`src/rtl/dm_arbiter_pkg.sv`:
```
// Shared types for the data-memory port controller.
// Access sizes, FSM states, owner codes and the latched access bundle.
package dm_arbiter_pkg;

  localparam logic [1:0] DM_word     = 2'd0;
  localparam logic [1:0] DM_halfword = 2'd1;
  localparam logic [1:0] DM_byte     = 2'd2;

  typedef enum logic [1:0] {
    DMA_IDLE,
    DMA_REQ,
    DMA_WAIT,
    DMA_DONE
  } dma_state_t;

  typedef enum logic {
    OWN_CPU,
    OWN_DBG
  } owner_t;

  typedef struct packed {
    owner_t      owner;
    logic        we;
    logic [31:0] addr;
    logic [3:0]  byteen;
    logic [31:0] wdata;
  } xfer_t;

  function automatic logic [31:0] word_addr(
    input logic [31:0] a
  );
    return a & ~32'd3;
  endfunction

endpackage

```
`src/rtl/dm_arbiter_store_align.sv`:
```
// CPU store lane steering: byte enables, replicated data
// and the alignment check for halfword/word accesses.
module dm_arbiter_store_align
  import dm_arbiter_pkg::*;
(
  input  logic [1:0]  op,
  input  logic [1:0]  addr,
  input  logic [31:0] wdata,
  input  logic        we,
  output logic [3:0]  byteen,
  output logic [31:0] wdata_rep,
  output logic        misalign
);

  // Decode access size into lanes; loads never assert enables.
  always_comb begin
    byteen    = 4'b1111;
    wdata_rep = wdata;
    misalign  = |addr;
    unique case (1'b1)
      (op == DM_byte): begin
        byteen    = 4'b0001 << addr;
        wdata_rep = {4{wdata[7:0]}};
        misalign  = 1'b0;
      end
      (op == DM_halfword): begin
        byteen    = addr[1] ? 4'b1100 : 4'b0011;
        wdata_rep = {2{wdata[15:0]}};
        misalign  = addr[0];
      end
      default: ;
    endcase
    if (!we) byteen = 4'b0000;
  end

endmodule

```
`src/rtl/dm_arbiter.sv`:
```
// Data-memory port controller: CPU/debug round-robin
// arbitration and req/gnt/rvalid sequencing.
module dm_arbiter
  import dm_arbiter_pkg::*;
(
  input  logic        clk,
  input  logic        reset,
  input  logic        cpu_req,
  input  logic        cpu_we,
  input  logic [1:0]  cpu_op,
  input  logic [31:0] cpu_addr,
  input  logic [31:0] cpu_wdata,
  output logic        cpu_stall,
  output logic        cpu_rvalid,
  output logic [31:0] cpu_rdata,
  output logic        cpu_misalign,
  input  logic        dbg_req,
  input  logic        dbg_we,
  input  logic [31:0] dbg_addr,
  input  logic [31:0] dbg_wdata,
  output logic        dbg_done,
  output logic [31:0] dbg_rdata,
  output logic        mem_req,
  output logic        mem_we,
  output logic [31:0] mem_addr,
  output logic [3:0]  mem_byteen,
  output logic [31:0] mem_wdata,
  input  logic        mem_gnt,
  input  logic        mem_rvalid,
  input  logic [31:0] mem_rdata
);

  dma_state_t  state, state_n;
  owner_t      last_owner, last_owner_n;
  owner_t      sel;
  xfer_t       xfer, xfer_n;
  logic [31:0] cpu_rdata_q, dbg_rdata_q;
  logic        mis, capture;
  logic [3:0]  sa_byteen;
  logic [31:0] sa_wdata;
  logic        sa_misalign;
  logic        in_req, in_done;

  dm_arbiter_store_align u_align (
    .op        (cpu_op),
    .addr      (cpu_addr[1:0]),
    .wdata     (cpu_wdata),
    .we        (cpu_we),
    .byteen    (sa_byteen),
    .wdata_rep (sa_wdata),
    .misalign  (sa_misalign)
  );

  // State, owner history, latched access and read data.
  always_ff @(posedge clk or negedge reset) begin
    if (!reset) begin
      state       <= DMA_IDLE;
      last_owner  <= OWN_DBG;
      xfer        <= '0;
      cpu_rdata_q <= '0;
      dbg_rdata_q <= '0;
    end else begin
      state      <= state_n;
      last_owner <= last_owner_n;
      xfer       <= xfer_n;
      if (capture) begin
        if (xfer.owner == OWN_CPU)
          cpu_rdata_q <= mem_rdata;
        else
          dbg_rdata_q <= mem_rdata;
      end
    end
  end

  // Arbitration, misalign rejection and handshake sequencing.
  always_comb begin
    state_n      = state;
    last_owner_n = last_owner;
    xfer_n       = xfer;
    sel          = OWN_CPU;
    mis          = 1'b0;
    capture      = 1'b0;
    unique case (state)
      DMA_IDLE: begin
        if (cpu_req && dbg_req)
          sel = (last_owner == OWN_CPU) ? OWN_DBG : OWN_CPU;
        else if (dbg_req)
          sel = OWN_DBG;
        if (reset && (cpu_req || dbg_req)) begin
          if (sel == OWN_CPU && sa_misalign) begin
            mis = 1'b1;
          end else begin
            state_n      = DMA_REQ;
            last_owner_n = sel;
            xfer_n.owner = sel;
            if (sel == OWN_CPU) begin
              xfer_n.we     = cpu_we;
              xfer_n.addr   = word_addr(cpu_addr);
              xfer_n.byteen = sa_byteen;
              xfer_n.wdata  = sa_wdata;
            end else begin
              xfer_n.we     = dbg_we;
              xfer_n.addr   = word_addr(dbg_addr);
              xfer_n.byteen = dbg_we ? 4'b1111 : 4'b0000;
              xfer_n.wdata  = dbg_wdata;
            end
          end
        end
      end
      DMA_REQ: begin
        if (mem_gnt) state_n = DMA_WAIT;
      end
      DMA_WAIT: begin
        if (mem_rvalid) begin
          state_n = DMA_DONE;
          capture = !xfer.we;
        end
      end
      DMA_DONE: begin
        state_n = DMA_IDLE;
      end
      default: state_n = DMA_IDLE;
    endcase
  end

  assign in_req  = (state == DMA_REQ);
  assign in_done = (state == DMA_DONE);

  assign cpu_misalign = mis;
  assign cpu_rvalid   = mis |
                        (in_done & (xfer.owner == OWN_CPU));
  assign cpu_rdata    = mis ? 32'd0 : cpu_rdata_q;
  assign cpu_stall    = reset & cpu_req & ~cpu_rvalid;

  assign dbg_done  = in_done & (xfer.owner == OWN_DBG);
  assign dbg_rdata = dbg_rdata_q;

  assign mem_req    = in_req;
  assign mem_we     = in_req & xfer.we;
  assign mem_addr   = in_req ? xfer.addr : 32'd0;
  assign mem_byteen = in_req ? xfer.byteen : 4'd0;
  assign mem_wdata  = in_req ? xfer.wdata : 32'd0;

endmodule

```
`config.mk`:
```
export PLATFORM = sky130hd
export DESIGN_NAME = dm_arbiter
export DESIGN_NICKNAME = d
export VERILOG_FILES = /design/src/rtl/dm_arbiter_pkg.sv /design/src/rtl/dm_arbiter_store_align.sv /design/src/rtl/dm_arbiter.sv
export SDC_FILE = /design/constraint.sdc
export NUM_CORES = 1
export LEC_CHECK = 0
export ABC_AREA = 0
export ABC_CLOCK_PERIOD_IN_PS = 2100
export BUFFER_PORTS_ARGS = -buffer_cell sky130_fd_sc_hd__buf_2
export CAP_MARGIN = 20
export CORE_UTILIZATION = 31
export CTS_BUF_LIST = sky130_fd_sc_hd__clkbuf_2 sky130_fd_sc_hd__clkbuf_4 sky130_fd_sc_hd__clkbuf_8
export DETAILED_ROUTE_END_ITERATION = 7
export PLACE_DENSITY = 0.6
export SLEW_MARGIN = 30
export SYNTH_ARGS = -nofsm -noshare
export SYNTH_HDL_FRONTEND = slang
export SYNTH_SLANG_ARGS = --single-unit
```
`constraint.sdc`:
```
create_clock -name clk -period 2.1 [get_ports clk]
set_input_delay 0.105 -clock clk [delete_from_list [all_inputs] [get_ports clk]]
set_output_delay 0.105 -clock clk [all_outputs]
set_load 0.03 [all_outputs]
```
==> metrics.md <==
| Metric | Value |
|---|---|
| Setup tns final | `-2.61 ns` |
| Mapped Cells | `650` |
| Worst vdd ir | `436 uV` |
| Clock Sinks | `135` |
| Die width | `150 um` |
| Post-synth EDFFs | `0` |
| Maximum clock path buffer count | `2` |
| Yosys top cell area share | `0.491` |
| # rows | `53` |
| Final wirelength | `21,500 um` |
| Fill count | `1,932` |
| First-pass GRT wire length | `32,900 um` |
| Failing checks | `negative setup slack` |
| Max-Cap Viols | `0` |
| Drt wl/cell | `15.7 um` |
| Area Overhead vs Synth | `56.0%` |
| Avg Inst Size Synth | `10.5 um^2` |
| Post-synthesis register bit count | `135` |
| Root Driver | `clkbuf_8` |
| Async SR Flop Fraction | `1.00` |
| Final design utilization | `0.501` |
| Multi-input gate area | `3220 um^2` |
| Unrepaired setup endpoints after global routing | `true` |
| FMAX | `0.456 GHz` |
| Tcrit/Tclk final | `1.04` |
| Initial antenna violation count | `0` |
| Inserted Diodes | `0` |
| Required time worst endpoint | `2.00 ns` |
| Io pins | `308` |
| Largest net degree at the start of global routing | `78` |
| Setup Skew | `0.0110 ns` |
| Drt drc | `0` |
| Largest cells by area after synthesis | `dfrtp_1 49%, mux2_2 10%, and2_1 6.2%` |
| Sequential cell area | `3380 um^2` |
| Mapped Area | `6830 um^2` |
| Crit. End Element | `output port` |
| Leak Pwr | `5.35 nW` |
| Worst skew pair latency | `0.44 ns` |
| Antenna-violating nets left | `0` |
| Setup violations, final | `35` |
| RePlAce Congestion | `0.786` |
| CP max FO | `16` |
| Initial drt markers | `142` |
| Synth top cells by count | `134 x dfrtp_1, 85 x o21ai_0, 75 x nand2_1` |
| Floorplan Core Area | `21,300 um^2` |
| Grt ovf | `0` |
| Slew Viols, Final | `0` |
| PortBufs | `303` |
| Die Y | `150 um` |
| Clock transition at path regs | `0.09 ns` |
| Worst Tran Pin Value | `0.648 ns` |
| Final nets | `1,256` |
| Tmin final | `2.19 ns` |
| Layout cells sized above 1 | `0.410` |
| WS Path Type | `reg2out` |
| Total CTS buffers | `17` |
| Register area share after synthesis | `0.495` |
| Pre-CTS WS | `0.103 ns` |
| Cell taking the most area after synthesis | `dfrtp_1` |
| Final instance area | `10,700 um^2` |
| Top-count cell post-synth | `dfrtp_1` |
| DP Wirelength | `14,200 um` |
| Vias in the first global route | `6,258` |
| Synth cell types | `40` |
| Startpoint types | `flop` |
| DR vias | `6,374` |
| Setup WS post-layout | `-0.0934 ns` |
| Pwr per Cell Area | `1280 nW/um^2` |
| Post-synth top flop | `dfrtp_1` |
| Total die area | `22,600 um^2` |
| DRT Pass-1 Iters | `4` |
| Syn. warnings | `0` |
| Fin. Hold Viols | `0` |
| CP Data Arrival Time | `2.09 ns` |
| H-tree depth | `4` |
| Starting Density | `0.321` |
| Total global-route track usage | `0.191` |
| Hold Crit Class | `in2reg` |
| CTS tree | `yes` |
| Max_slew headroom | `0.568` |
| Via density | `4.66` |
| Placed cell areas | `8660 um^2` |
| Run status | `complete, but fails checks` |
==> critical path, cell delays in order, from the launching register on <==
cell	delay, ns
dfrtp_1	0.40
inv_2	0.09
ha_4	0.14
o211ai_1	0.14
nor4_4	0.31
buf_6	0.18
buf_12	0.15
nor2b_1	0.06
buf_4	0.16
==> routing by layer <==
| layer | GRT usage | wire length [um] |
|---|---|---|
| met5 | 0 | 0 |
| met4 | 0.0641 | 319 |
| met3 | 0.0473 | 1400 |
| met2 | 0.323 | 10300 |
| met1 | 0.235 | 9480 |
==> cell families (layout without fill, tap and decap cells) <==
family,Yosys count,after routing,share of synthesized area
buf+inv,60,502,0.0434
flops,135,135,0.495
mux,103,103,0.163
other cells,1,2,0.000549
compound gates,146,146,0.133
simple gates,199,199,0.155
fa+ha+maj,6,6,0.0110
==> layout by cell type (no fill, tap or decap), types with 3 or more instances in the layout <==
| cell | n |
|---|---|
| a21oi_1 | 12 |
| a221o_1 | 8 |
| a221oi_1 | 8 |
| a22o_1 | 4 |
| and2_1 | 68 |
| buf_12 | 9 |
| buf_2 | 267 |
| buf_4 | 50 |
| buf_6 | 8 |
| clkbuf_8 | 18 |
| clkinvlp_4 | 4 |
| dfrtp_1 | 134 |
| dlygate4sd3_1 | 125 |
| ha_1 | 4 |
| inv_1 | 6 |
| inv_6 | 5 |
| mux2_1 | 3 |
| mux2_2 | 62 |
| mux2i_1 | 38 |
| nand2_1 | 75 |
| nor2b_1 | 37 |
| nor2b_4 | 5 |
| nor3_1 | 8 |
| o211ai_1 | 10 |
| o21ai_0 | 85 |
| o21ai_1 | 8 |
==> sequential cells by signal, summed over array words and instances (netlist names) <==
signal,count
cpu_rdata_q,32
dbg_rdata,32
last_owner,1
state,2
xfer,68
==> timing repair <==
item | 4_1_cts | 5_1_grt
setup endpoints to repair | 38 | 105
gates resized for setup | 43 | 22
gates cloned | 2 | 0
setup buffers | 10 | 3
pin swaps | 4 | 3
endpoints found under the hold margin | 259 | 0
hold buffers | 125 | 0
==> cell type report <==
class	instances	share of cell area
flip-flops and latches	135	0.317
repair buffers	462	0.307
multi-input cells	456	0.302
well taps	275	0.0323
clock buffers	18	0.0232
clock inverters	14	0.0153
inverters	8	0.00282
==> power by group <==
group / leakage, nW / switching [mW] / internal, mW / total (mW)
combinational: 3.49 / 4.01 / 2.90 / 6.91
clock: 0.195 / 1.17 / 1.12 / 2.29
sequential: 1.67 / 0.610 / 3.85 / 4.46
==> through the flow <==
step           power, mW  hold slack [ns]  instances
2_1_floorplan       8.78           -0.191        651
3_3_place_gp        10.6          -0.0885       1198
3_5_place_dp        10.7          -0.0892       1198
4_1_cts             13.6          0.00161       1367
5_1_grt             14.6           0.0239       1368
6_report            13.7           0.0195       1368
==> path summary, 6_finish.rpt <==
kind	start	endpoint	slack, ns	cells after the start
worst max-delay path	state[0]	cpu_rdata[29]	-0.09	8
worst min-delay path	dbg_wdata[1]	xfer[1]	0.02	3
worst max register to register	state[0]	dbg_rdata[2]	0.12	8
worst min register to register	xfer[40]	xfer[40]	0.48	2
max in group asynchronous	reset	xfer[15]	1.21	3
min in group asynchronous	reset	state[1]	0.05	2
Note: power is estimated with default switching activity, not from simulation.
